## src/rtl/mem_port_arbiter.sv

```systemverilog
// mem_port_arbiter: shares one single-port sync RAM between fetch and data requesters, routing read data back one cycle later.
// Optional fetch starvation guard enabled by defining ARB_STARVE_GUARD_EN.
module mem_port_arbiter #(
  parameter int ADDR_W       = 32,
  parameter int DATA_W       = 32,
  parameter int STARVE_LIMIT = 4
) (
  input  logic              clk,
  input  logic              reset,
  input  logic              if_req,
  input  logic [ADDR_W-1:0] if_addr,
  output logic              if_gnt,
  output logic              if_rvalid,
  output logic [DATA_W-1:0] if_rdata,
  input  logic              d_req,
  input  logic              d_we,
  input  logic [ADDR_W-1:0] d_addr,
  input  logic [DATA_W-1:0] d_wdata,
  output logic              d_gnt,
  output logic              d_rvalid,
  output logic [DATA_W-1:0] d_rdata,
  output logic              mem_en,
  output logic              mem_we,
  output logic [ADDR_W-1:0] mem_addr,
  output logic [DATA_W-1:0] mem_din,
  input  logic [DATA_W-1:0] mem_dout,
  output logic              stall
);
  typedef enum logic [1:0] {RET_NONE, RET_IF, RET_D} ret_t;
  ret_t r_state, w_next;
  logic w_force_if;
  if (STARVE_LIMIT < 1 || STARVE_LIMIT > 15) begin : g_bad_limit
    $error("STARVE_LIMIT must be in 1..15");
  end
`ifdef ARB_STARVE_GUARD_EN
  logic [3:0] r_starve_cnt;
  always_ff @(posedge clk) begin
    if (reset) r_starve_cnt <= '0;
    else if (if_req & ~if_gnt) r_starve_cnt <= (r_starve_cnt == 4'd15) ? r_starve_cnt : r_starve_cnt + 4'd1;
    else r_starve_cnt <= '0;
  end
  assign w_force_if = (r_starve_cnt == 4'(STARVE_LIMIT));
`else
  assign w_force_if = 1'b0;
`endif
  // Data has strict priority unless the guard hands this cycle to a starved fetch.
  always_comb begin
    if_gnt    = ~reset & if_req & (~d_req | w_force_if);
    d_gnt     = ~reset & d_req & ~(if_req & w_force_if);
    stall     = ~reset & ((if_req & ~if_gnt) | (d_req & ~d_gnt));
    mem_en    = if_gnt | d_gnt;
    mem_we    = d_gnt & d_we;
    mem_addr  = if_gnt ? if_addr : d_gnt ? d_addr : '0;
    mem_din   = mem_we ? d_wdata : '0;
    if_rvalid = ~reset & (r_state == RET_IF);
    d_rvalid  = ~reset & (r_state == RET_D);
    if_rdata  = if_rvalid ? mem_dout : '0;
    d_rdata   = d_rvalid ? mem_dout : '0;
    w_next    = if_gnt ? RET_IF : (d_gnt & ~d_we) ? RET_D : RET_NONE;
  end
  always_ff @(posedge clk) begin
    if (reset) r_state <= RET_NONE;
    else r_state <= w_next;
  end
endmodule

```

## config.mk

```make
export PLATFORM = sky130hd
export DESIGN_NAME = mem_port_arbiter
export DESIGN_NICKNAME = d
export VERILOG_FILES = /design/src/rtl/mem_port_arbiter.sv
export SDC_FILE = /design/constraint.sdc
export NUM_CORES = 1
export LEC_CHECK = 0
export ABC_AREA = 1
export BUFFER_PORTS_ARGS = -buffer_cell sky130_fd_sc_hd__buf_2
export CAP_MARGIN = 20
export CORE_AREA = 2 2 104 106
export DETAILED_ROUTE_END_ITERATION = 7
export DIE_AREA = 0 0 106 108
export PLACE_DENSITY = 0.48
export SYNTH_ARGS = -nofsm -noshare
export SYNTH_HDL_FRONTEND = slang
export SYNTH_SLANG_ARGS = --single-unit
```

## constraint.sdc

```tcl
create_clock -name clk -period 1.6 [get_ports clk]
set_input_delay 0.32 -clock clk [delete_from_list [all_inputs] [get_ports clk]]
set_output_delay 0.32 -clock clk [all_outputs]
set_load 0.005 [all_outputs]
```

==> out/metrics.csv <==
stage,metric,value,unit
status,status,finished clean,
cts,Post-CTS Setup Bufs,0,
synth,Post-Synthesis Mean Instance Area,4.095,um^2
hold_path,Min-Delay Path Class,input port to register,
global_routing,first-pass GRT wire length,10070,um
power,Peak VDD IR,0.1537,mV
worst_setup_path,Critical Path Fanout Max,32,
placed_design,post-placement cell count,687,
finish,layout cells sized above 1,51.44,%
power,Leak,2.216,nW
finish,final std cells w/o fill,690,
sta,setup TNS,0,ns
cts,H-tree depth,1,
routing,Starting DRT DRC Count,131,
sta,Final Max Tran Viols,0,
global_routing,antenna violations before repair,0,
cts,clock root buffer,clkbuf_8,
sta,crit share post-route,90.97,%
cts,CTS Buf Count,3,
floorplanning,die area,0.01145,mm^2
power,Power per Cell Area,261.2,mW/mm^2
finish,# diodes,0,
synth,synthesized area,0.001216,mm^2
global_routing,remaining global-route overflow,0,
synth,Yosys reg bits,2,
worst_setup_path,CP required,1.28,ns
finish,"most common cell after layout, fill and taps aside",buf_2,
worst_setup_path,Setup CP Type,input port to primary output,
cts,TritonCTS clock tree,built,
placed_design,dpl hpwl,5931,um
floorplanning,initial core utilization,11.89,%
floorplanning,site row count,37,
sta,Fmax,687.0,MHz
finish,area of the multi-input gates,813.3,um^2
placed_design,input/output buffers,267,
global_routing,Total GRT Usage,10.60,%
routing,DRC,0,
worst_setup_path,crit end category,primary output,
synth,library cells used by synthesis,12,
finish,max FFs per register,2,
routing,"antenna viol nets, final",0,
finish,FF/Latch Area,40.04,um^2
finish,Synth-to-Final Area Change,130.1,%
sta,Worst-Margin Slew,0.2012,ns
sta,Fin. Hold Viols,0,
cts,CTS Hold Bufs,0,
cts,Clock Pin Slew Worst Setup and Hold Paths,0.03,ns
finish,FILL cells,1204,
cts,clock buffer depth,2,
sta,Slew HR,86.48,%
global_routing,vias in the first global route,2351,
sta,RSZ-0062 raised after global routing,no,
synth,Syn Nets,430,
cts,clock sinks,2,
global_routing,pin count of the biggest net entering global routing,35,
finish,largest registers,r_state (2),
cts,CTS resizes,0,
floorplanning,Die Y-Extent,108,um
flow_run,max_cap viols,0,
synth,Synth warnings,0,
placed_design,DP Worst Slack,0.1560,ns
finish,Nets,689,
synth,Synth Instances,297,
routing,Pre-Repair DR Iteration Count,4,
sta,crit path time final,1.456,ns
worst_setup_path,worst path arrival time,1.14,ns
floorplanning,area of the core,0.01023,mm^2
sta,Final setup viols,0,
finish,Largest Register,r_state,
routing,WL final,6803,um
routing,vias per cell,3.759,
synth,"Seq/Total Area, Yosys",3.292,%
worst_setup_path,type of origin of the critical path,input port,
routing,DR vias,2594,
finish,most frequent cells in the layout,"buf_2, nor2_1, inv_1",
sta,PnR worst setup slack,0.1445,ns
floorplanning,Die W,106,um
floorplanning,I/O pins,268,
placed_design,RD Place Congestion,0.7488,
routing,Routed WL per cell,9.859,um
[layer usage]
metal / vias to the layer above / wire length [um] / track usage (%)
met3: 4 / 694 / 2.471
met5: - / 0 / 0
met2: 155 / 3491 / 21.71
li1: 1352 / - / -
met1: 1083 / 2580 / 11.04
met4: 0 / 37 / 1.692
[worst paths after layout]
check | start | to | slack (ns) | cells after the start
max | reset | mem_addr[1] | 0.14 | 6
min | d_we | r_state[1] | 0.32 | 2
[cell type report]
| type | count | share of cell area [%] |
|---|---|---|
| Clock buffer | 3 | 1.475 |
| Inverter | 72 | 9.656 |
| Multi-Input combinational cell | 203 | 29.06 |
| Sequential cell | 2 | 1.430 |
| Tap cell | 136 | 6.080 |
| Timing Repair Buffer | 274 | 52.30 |
[cells by family (layout without fill, tap and decap cells)]
kind of cell,Yosys count,count (layout),synth area share [%]
AND/OR/NAND/NOR,202,202,66.25
buffers and inverters,92,349,30.04
flip-flops,2,2,3.292
AO/OA/AOI/OAI,1,1,0.4111
[cell usage after synthesis]
cell,count,share of area [%]
nor2_1,100,31
inv_1,66,20
nand2_1,65,20
nand3_1,34,14
buf_2,16,6.6
inv_2,6,1.9
buf_1,2,0.62
clkbuf_1,2,0.62
dfxtp_1,2,3.3
nor3_1,2,0.82
a21oi_1,1,0.41
nor2_2,1,0.51
[critical path: stages]
cell and delay [ns]:
buf_2 0.16, nor2_2 0.17, buf_12 0.19, nand3_1 0.09, nand2_1 0.08, buf_2 0.11
[stage by stage]
stage	hold slack [ns]	total power [mW]	instance area [um^2]	utilization, %
after floorplan	0.3912	0.2359	1216	-
after global routing	0.3306	0.8065	2799	27.36
after detailed placement	0.5331	0.5397	2758	26.95
after CTS	0.3149	0.7429	2799	27.36
after global placement	0.5557	0.5353	2758	26.95
final	0.3201	0.7312	2799	27.36
[report_power, final]
part / switching [mW] / leakage [nW] / internal, mW
clock: 0.0383 / 0.0216 / 0.159
sequential: 0.000858 / 0.0164 / 0.0524
combinational: 0.233 / 2.18 / 0.248
total: 0.272 / 2.22 / 0.459
(Power assumes the default switching activity.)
